==> config.mk <==
export PLATFORM = sky130hd
export DESIGN_NAME = lcd_frame_refresher_flat
export DESIGN_NICKNAME = d
export VERILOG_FILES = /design/src/rtl/lcd_frame_refresher_if.sv /design/src/rtl/lcd_frame_refresher.sv /design/src/flat_wrapper.sv
export SDC_FILE = /design/constraint.sdc
export NUM_CORES = 1
export LEC_CHECK = 0
export ABC_AREA = 1
export BUFFER_PORTS_ARGS = -buffer_cell sky130_fd_sc_hd__buf_2
export CAP_MARGIN = 40
export CORE_UTILIZATION = 45
export CTS_BUF_LIST = sky130_fd_sc_hd__clkbuf_2 sky130_fd_sc_hd__clkbuf_4 sky130_fd_sc_hd__clkbuf_8
export CTS_CLUSTER_SIZE = 12
export DETAILED_ROUTE_END_ITERATION = 16
export PLACE_DENSITY = 0.59
export SLEW_MARGIN = 20
export SYNTH_ARGS = -nofsm -noshare
export SYNTH_HDL_FRONTEND = slang
export SYNTH_SLANG_ARGS = --single-unit
==> constraint.sdc <==
create_clock -name clk -period 4.4 [get_ports clk]
set_input_delay 0.66 -clock clk [delete_from_list [all_inputs] [get_ports clk]]
set_output_delay 0.66 -clock clk [all_outputs]
set_load 0.01 [all_outputs]
==> src/rtl/lcd_frame_refresher_if.sv <==
// Host-side bundle for lcd_frame_refresher.
// Carries the refresh controls, the synchronous character-memory read port,
// the status flags and the HD44780 pin bus.
//   master : the refresher itself (drives mem_addr, status and LCD pins)
//   slave  : the host / memory / panel side
// AW is the character-memory address width; it must match the refresher's AW.
interface lcd_frame_refresher_if #(
  parameter int AW = 5
);
  logic          refresh_req;
  logic          auto_refresh;
  logic [AW-1:0] mem_addr;
  logic [7:0]    mem_data;
  logic          busy;
  logic          frame_done;
  logic [7:0]    LCD_DATA;
  logic          LCD_RS;
  logic          LCD_RW;
  logic          LCD_EN;
  logic          LCD_ON;

  modport master (
    input  refresh_req, auto_refresh, mem_data,
    output mem_addr, busy, frame_done,
    output LCD_DATA, LCD_RS, LCD_RW, LCD_EN, LCD_ON
  );

  modport slave (
    output refresh_req, auto_refresh, mem_data,
    input  mem_addr, busy, frame_done,
    input  LCD_DATA, LCD_RS, LCD_RW, LCD_EN, LCD_ON
  );
endinterface

==> src/rtl/lcd_frame_refresher.sv <==
// HD44780 character-LCD sequencer.
// After reset: power-up wait, then the four init commands. Afterwards it
// repaints the whole panel from a synchronous character memory on request
// (refresh_req) or continuously (auto_refresh), generating RS/EN/DATA timing.
// Ports:
//   clk  : clock
//   rst  : synchronous reset, active low
//   bus  : lcd_frame_refresher_if.master -- refresh controls, memory read port
//          (mem_addr out, mem_data in one cycle later), busy / frame_done,
//          LCD_DATA / LCD_RS / LCD_RW / LCD_EN / LCD_ON.
//
// state     | meaning
// ----------+-------------------------------------------------------------
// PWR_WAIT  | post-reset settling wait, panel power on
// INIT      | load cycle of the next init command byte
// IDLE      | waiting for a request, auto mode or pending request
// ROW_CMD   | load cycle of the row's set-DDRAM command
// FETCH     | mem_addr presented, memory read in flight
// XFER      | byte sub-sequence: LOAD / SETUP / PULSE / WAIT phases
// FRAME_END | frame_done pulse; chain into next frame or return to IDLE
module lcd_frame_refresher #(
  parameter int COLS         = 16,
  parameter int ROWS         = 2,
  parameter int SETUP_CYCLES = 4,
  parameter int EN_CYCLES    = 16,
  parameter int CMD_DELAY    = 262143,
  parameter int CLR_DELAY    = 262143,
  parameter int PWR_DELAY    = 262143,
  parameter int AW           = (COLS * ROWS > 1) ? $clog2(COLS * ROWS) : 1
) (
  input logic                  clk,
  input logic                  rst,
  lcd_frame_refresher_if.master bus
);

  // One counter times every phase, so it is sized for the longest of them.
  localparam int MAX_D0 = (PWR_DELAY > CMD_DELAY) ? PWR_DELAY : CMD_DELAY;
  localparam int MAX_D  = (MAX_D0 > CLR_DELAY) ? MAX_D0 : CLR_DELAY;
  localparam int MAX_P  = (SETUP_CYCLES > EN_CYCLES) ? SETUP_CYCLES : EN_CYCLES;
  localparam int MAX_T  = (MAX_D > MAX_P) ? MAX_D : MAX_P;
  localparam int CW     = $clog2(MAX_T + 1);

  localparam logic [CW-1:0] PWR_TC   = CW'(PWR_DELAY - 1);
  localparam logic [CW-1:0] CMD_TC   = CW'(CMD_DELAY - 1);
  localparam logic [CW-1:0] CLR_TC   = CW'(CLR_DELAY - 1);
  localparam logic [CW-1:0] SETUP_TC = CW'(SETUP_CYCLES - 1);
  localparam logic [CW-1:0] EN_TC    = CW'(EN_CYCLES - 1);
  localparam logic [5:0]    LAST_COL = 6'(COLS - 1);
  localparam logic [1:0]    LAST_ROW = 2'(ROWS - 1);

  typedef enum logic [2:0] {
    PWR_WAIT, INIT, IDLE, ROW_CMD, FETCH, XFER, FRAME_END
  } state_t;

  typedef enum logic [1:0] {PH_LOAD, PH_SETUP, PH_PULSE, PH_WAIT} phase_t;

  state_t        state;
  phase_t        phase;
  logic [CW-1:0] cnt;
  logic [1:0]    init_idx;
  logic [1:0]    row;
  logic [5:0]    col;
  logic [AW-1:0] next_addr;
  logic          pending;
  logic          in_init;
  logic          is_clear;

  logic start_frame;
  logic wait_done;

  assign start_frame = bus.refresh_req | bus.auto_refresh | pending;
  assign wait_done   = (cnt == (is_clear ? CLR_TC : CMD_TC));

  function automatic logic [7:0] init_byte(input logic [1:0] idx);
    logic [7:0] b;
    case (idx)
      2'd0:    b = (ROWS > 1) ? 8'h38 : 8'h30;
      2'd1:    b = 8'h0C;
      2'd2:    b = 8'h01;
      default: b = 8'h06;
    endcase
    return b;
  endfunction

  function automatic logic [7:0] row_base(input logic [1:0] r);
    logic [7:0] b;
    case (r)
      2'd0:    b = 8'h00;
      2'd1:    b = 8'h40;
      2'd2:    b = 8'h14;
      default: b = 8'h54;
    endcase
    return b;
  endfunction

  always_ff @(posedge clk) begin
    if (!rst) begin
      state          <= PWR_WAIT;
      phase          <= PH_LOAD;
      cnt            <= '0;
      init_idx       <= '0;
      row            <= '0;
      col            <= '0;
      next_addr      <= '0;
      pending        <= 1'b0;
      in_init        <= 1'b0;
      is_clear       <= 1'b0;
      bus.mem_addr   <= '0;
      bus.busy       <= 1'b1;
      bus.frame_done <= 1'b0;
      bus.LCD_DATA   <= 8'h00;
      bus.LCD_RS     <= 1'b0;
      bus.LCD_RW     <= 1'b0;
      bus.LCD_EN     <= 1'b0;
      bus.LCD_ON     <= 1'b0;
    end else begin
      bus.LCD_RW <= 1'b0;
      // Requests arriving while busy collapse into one pending frame; states
      // that consume a request clear this below (later assignment wins).
      if (bus.refresh_req && bus.busy) pending <= 1'b1;

      case (state)
        PWR_WAIT: begin
          bus.LCD_ON <= 1'b1;
          if (cnt == PWR_TC) begin
            cnt      <= '0;
            init_idx <= '0;
            state    <= INIT;
          end else begin
            cnt <= cnt + 1'b1;
          end
        end

        INIT: begin
          bus.LCD_DATA <= init_byte(init_idx);
          bus.LCD_RS   <= 1'b0;
          in_init      <= 1'b1;
          is_clear     <= (init_idx == 2'd2);
          cnt          <= '0;
          phase        <= PH_SETUP;
          state        <= XFER;
        end

        IDLE: begin
          if (start_frame) begin
            pending  <= 1'b0;
            bus.busy <= 1'b1;
            row      <= '0;
            col      <= '0;
            state    <= ROW_CMD;
          end
        end

        ROW_CMD: begin
          bus.LCD_DATA <= 8'h80 | row_base(row);
          bus.LCD_RS   <= 1'b0;
          in_init      <= 1'b0;
          is_clear     <= 1'b0;
          cnt          <= '0;
          phase        <= PH_SETUP;
          state        <= XFER;
        end

        FETCH: begin
          // mem_addr was registered on entry; the RAM answers during LOAD.
          phase <= PH_LOAD;
          state <= XFER;
        end

        XFER: begin
          case (phase)
            PH_LOAD: begin
              bus.LCD_DATA <= bus.mem_data;
              bus.LCD_RS   <= 1'b1;
              is_clear     <= 1'b0;
              cnt          <= '0;
              phase        <= PH_SETUP;
            end
            PH_SETUP: begin
              if (cnt == SETUP_TC) begin
                cnt        <= '0;
                bus.LCD_EN <= 1'b1;
                phase      <= PH_PULSE;
              end else begin
                cnt <= cnt + 1'b1;
              end
            end
            PH_PULSE: begin
              if (cnt == EN_TC) begin
                cnt        <= '0;
                bus.LCD_EN <= 1'b0;
                phase      <= PH_WAIT;
              end else begin
                cnt <= cnt + 1'b1;
              end
            end
            PH_WAIT: begin
              if (!wait_done) begin
                cnt <= cnt + 1'b1;
              end else begin
                cnt <= '0;
                if (in_init) begin
                  if (init_idx == 2'd3) begin
                    bus.busy <= 1'b0;
                    state    <= IDLE;
                  end else begin
                    init_idx <= init_idx + 1'b1;
                    state    <= INIT;
                  end
                end else if (!bus.LCD_RS) begin
                  // row command just finished: first character of the row
                  bus.mem_addr <= next_addr;
                  next_addr    <= next_addr + 1'b1;
                  state        <= FETCH;
                end else if (col != LAST_COL) begin
                  col          <= col + 1'b1;
                  bus.mem_addr <= next_addr;
                  next_addr    <= next_addr + 1'b1;
                  state        <= FETCH;
                end else if (row != LAST_ROW) begin
                  col   <= '0;
                  row   <= row + 1'b1;
                  state <= ROW_CMD;
                end else begin
                  bus.frame_done <= 1'b1;
                  bus.mem_addr   <= '0;
                  next_addr      <= '0;
                  state          <= FRAME_END;
                end
              end
            end
            default: phase <= PH_LOAD;
          endcase
        end

        FRAME_END: begin
          bus.frame_done <= 1'b0;
          if (start_frame) begin
            pending <= 1'b0;
            row     <= '0;
            col     <= '0;
            state   <= ROW_CMD;
          end else begin
            bus.busy <= 1'b0;
            state    <= IDLE;
          end
        end

        default: state <= PWR_WAIT;
      endcase
    end
  end

endmodule

==> src/flat_wrapper.sv <==
// flat-port wrapper written by rule: the top's interface ports become plain ports
module lcd_frame_refresher_flat 
#(
  parameter int COLS         = 16,
  parameter int ROWS         = 2,
  parameter int SETUP_CYCLES = 4,
  parameter int EN_CYCLES    = 16,
  parameter int CMD_DELAY    = 262143,
  parameter int CLR_DELAY    = 262143,
  parameter int PWR_DELAY    = 262143,
  parameter int AW           = (COLS * ROWS > 1) ? $clog2(COLS * ROWS) : 1
)
  (clk, rst, bus_refresh_req, bus_auto_refresh, bus_mem_data, bus_mem_addr, bus_busy, bus_frame_done, bus_LCD_DATA, bus_LCD_RS, bus_LCD_RW, bus_LCD_EN, bus_LCD_ON);
  lcd_frame_refresher_if #(.AW(AW)) bus_i ();
  input logic clk;
  input logic rst;
  input wire logic [$bits(bus_i.refresh_req)-1:0] bus_refresh_req;
  input wire logic [$bits(bus_i.auto_refresh)-1:0] bus_auto_refresh;
  input wire logic [$bits(bus_i.mem_data)-1:0] bus_mem_data;
  output wire logic [$bits(bus_i.mem_addr)-1:0] bus_mem_addr;
  output wire logic [$bits(bus_i.busy)-1:0] bus_busy;
  output wire logic [$bits(bus_i.frame_done)-1:0] bus_frame_done;
  output wire logic [$bits(bus_i.LCD_DATA)-1:0] bus_LCD_DATA;
  output wire logic [$bits(bus_i.LCD_RS)-1:0] bus_LCD_RS;
  output wire logic [$bits(bus_i.LCD_RW)-1:0] bus_LCD_RW;
  output wire logic [$bits(bus_i.LCD_EN)-1:0] bus_LCD_EN;
  output wire logic [$bits(bus_i.LCD_ON)-1:0] bus_LCD_ON;
  assign bus_i.refresh_req = bus_refresh_req;
  assign bus_i.auto_refresh = bus_auto_refresh;
  assign bus_i.mem_data = bus_mem_data;
  assign bus_mem_addr = bus_i.mem_addr;
  assign bus_busy = bus_i.busy;
  assign bus_frame_done = bus_i.frame_done;
  assign bus_LCD_DATA = bus_i.LCD_DATA;
  assign bus_LCD_RS = bus_i.LCD_RS;
  assign bus_LCD_RW = bus_i.LCD_RW;
  assign bus_LCD_EN = bus_i.LCD_EN;
  assign bus_LCD_ON = bus_i.LCD_ON;
  lcd_frame_refresher #(.COLS(COLS), .ROWS(ROWS), .SETUP_CYCLES(SETUP_CYCLES), .EN_CYCLES(EN_CYCLES), .CMD_DELAY(CMD_DELAY), .CLR_DELAY(CLR_DELAY), .PWR_DELAY(PWR_DELAY), .AW(AW)) u_core (.clk(clk), .rst(rst), .bus(bus_i));
endmodule
==> flow_summary_export.csv <==
group,metric,value,unit
detailed_routing,antenna_left,0,
die,dieArea,8150,um2
die,ios,31,
place,portBuffers,29,
logic_synthesis,yosys.cell_count.top_type,"nand2_1",
logic_synthesis,synth_top_family_by_area,"simple AND/OR/NAND/NOR gates",
status,status,"complete, no violations",
die,die_w,90.3,um
clocking,holdBufCountCts,0,
grt,grt_pass1_wl,14200,um
sta,fin_crit_sh,47.7,%
logic_synthesis,synth_cell_type_count,38,
detailed_routing,dr.pass1.iters,5,
power_and_ir_drop,p_per_area,277,nW/um2
grt,grt_pass1_vias,3123,
sta,slew_headroom,55.2,%
logic_synthesis,yosys_warnings,0,
logic_synthesis,synth_xor_area_share,3.50,%
clocking,cts_made_buffers,9,
worst_setup_path,cp_max_fo,22,
clocking,insertion_delay,0.33,ns
finish,fin_nets,576,
logic_synthesis,muxShareOfSynthArea,0,%
sta,fin_ws,2.30,ns
finish,nFillCells,779,
grt,antenna_found_initial,0,
logic_synthesis,syn_inst,523,
finish,areaGrowthSynthToFinish,11.0,%
logic_synthesis,synth_nets,551,
detailed_routing,routed_wl,8000,um
logic_synthesis,synthFlopType,"dfxtp_1",
grt,grt_overflow,0,
finish,drive_gt1_share,13.7,%
die,rows,31,
power_and_ir_drop,leakage,0.00185,uW
sta,hold_viol,0,
job,drv_cap,0,
logic_synthesis,synthTopCellsByArea,"dfxtp_1 33%, nand2_1 12%, nor2_1 8.1%",
logic_synthesis,ys_ff_latch,58,
grt,grtUsageMet2,32.8,%
sta,tns,0,ns
clocking,post_cts_buffers,0,
power_and_ir_drop,power,1080,uW
grt,grt_usage,21.1,%
detailed_routing,vias_per_cell,5.12,
detailed_routing,drt-initial-drc-count,181,
logic_synthesis,synth.avg_cell_area,6.70,um2
logic_synthesis,synth_compound_area_share,12.7,%
finish,multi_input_area,2020,um2
detailed_routing,dr_total_vias,3337,
place,hpwl,5940,um
place,dpl.cell_count,636,
die,fp.dieH,90.3,um
logic_synthesis,ys_seq_area_share,33.1,%
place,post-place-ws,2.34,ns
worst_setup_path,endpoint_kind,"flip-flop",
clocking,htree_levels,3,
worst_setup_path,startpoint_type,"flip-flop",
logic_synthesis,synthArstFlopShare,0,%
min_path,hp-class,"flip-flop to flip-flop",
sta,worst_pin_slew,0.671,ns
sta,clock.fmax,477,MHz
grt,met1_usage,29.7,%
die,core-area,7410,um2
sta,finalMaxSlewViolations,0,
sta,skew,0.00715,ns
die,initial_utilization,47.3,%
clocking,clkTransAtPathRegs,0.07,ns
clocking,clockBufferDepth,2,
logic_synthesis,synth-simple-area-share,35.5,%
sta,rsz0062_at_grt,"false",
worst_setup_path,arrival,2.31,ns
logic_synthesis,synth_area,3500,um2
logic_synthesis,yosys.area_share.adder,5.71,%
detailed_routing,wl_per_cell,12.3,um
logic_synthesis,yosysTopAreaCellShare,33.1,%
grt,grt_max_degree,24,
worst_setup_path,crit_required,4.61,ns
clocking,cts_resized,0,
grt,use_met3,3.62,%
finish,regArea,1160,um2
finish,final_cells,652,
logic_synthesis,ys_top_cells_by_count,"115 x nand2_1, 76 x nor2_1, 58 x dfxtp_1",
finish,diodes,0,
finish,fin_util,52.5,%
clocking,cts_root_buf,"clkbuf_8",
place,gp_congestion,0.871,
logic_synthesis,synth_top_cell_by_area,"dfxtp_1",
sta,setup_viol,0,
clocking,cts_tree,"yes",
logic_synthesis,synth_edf_count,0,
worst_setup_path,path_class,"flip-flop to flip-flop",
power_and_ir_drop,vdd_ir_drop_max,0.133,mV
clocking,clock-sinks,58,
grt,top_usage_layer,"met2",
detailed_routing,drc_errors,0,
sta,period_needed,2.10,ns
-- cells by family (layout without fill, tap and decap cells) --
kind of cell    after synthesis  after routing
fa+ha+maj                    16             16
flops                        58             58
buf+inv                      78            108
xor+xnor                     14             14
compound gates               80             80
simple gates                276            276
other cells                   1              1
-- routing by layer --
metal / wire length [um] / share of wire (%) / vias to the layer above
met1: 4030 / 50 / 1509
met2: 3550 / 44 / 76
li1: - / - / 1738
met3: 317 / 4.0 / 14
met5: 0 / 0 / -
met4: 97 / 1.2 / 0
-- worst max-delay path: stages (launching register included) --
cell and delay, ns:
dfxtp_1 0.52, inv_2 0.12, nor2_4 0.48, a21oi_2 0.23, inv_2 0.28, nand3_1 0.13, xor2_1 0.15, nor2_1 0.06
-- flip-flops by register name, summed over array words and instances, names as in the netlist --
register and count:
u_core.cnt 18, u_core.bus.LCD_DATA 8, u_core.col 6, u_core.bus.mem_addr 5
u_core.next_addr 5, u_core.state 3, u_core.init_idx 2, u_core.phase 2
u_core.row 2, u_core.bus.LCD_EN 1, u_core.bus.LCD_ON 1, u_core.bus.LCD_RS 1
u_core.bus.busy 1, u_core.bus.frame_done 1, u_core.in_init 1, u_core.pending 1
-- layout by cell type (no fill, tap or decap), types with 2 or more instances in the layout --
cell,count
nand4_1,9
o21ai_1,5
clkbuf_4,3
nor3_1,15
o21ai_2,2
a31oi_1,6
or2_2,2
a21oi_1,42
nand2_2,8
xor2_1,10
nand2_1,115
clkbuf_8,11
nand3_1,37
nand3b_1,2
xnor2_1,4
nor2_4,4
dfxtp_1,58
inv_1,57
o21ai_0,17
ha_1,16
inv_2,6
nand2_4,3
nor2_1,76
a211oi_1,2
buf_2,29
-- report_power, final --
group / switching [uW] / leakage (uW) / internal, uW
registers: 3.87 / 0.000468 / 529
logic: 18.1 / 0.00127 / 10.1
clock network: 208 / 0.000111 / 311
total: 230 / 0.00185 / 850
-- path summary, 6_finish.rpt --
kind	from	endpoint	slack, ns	depth (start not counted)
setup / recovery	u_core.state[2]	u_core.cnt[16]	2.30	7
hold / removal	u_core.bus.frame_done	u_core.bus.frame_done	0.44	2
setup reg to reg	u_core.state[2]	u_core.cnt[16]	2.30	7
hold reg to reg	u_core.bus.frame_done	u_core.bus.frame_done	0.44	2
-- through the flow --
stage          hold slack, ns  cell area (um2)
2_1_floorplan           0.462             3500
3_3_place_gp            0.442             3680
3_5_place_dp            0.439             3680
4_1_cts                 0.449             3890
5_1_grt                 0.474             3890
6_report                0.444             3890
-- cell type report --
type / instances / share of cell area, %
multi-input combinational: 387 / 51.8
sequential: 58 / 29.8
inverter: 63 / 6.08
clock buffer: 14 / 4.47
timing repair buffer: 29 / 3.73
tap: 99 / 3.18
clock inverter: 2 / 0.900
Note: power is estimated with default switching activity, not from simulation.
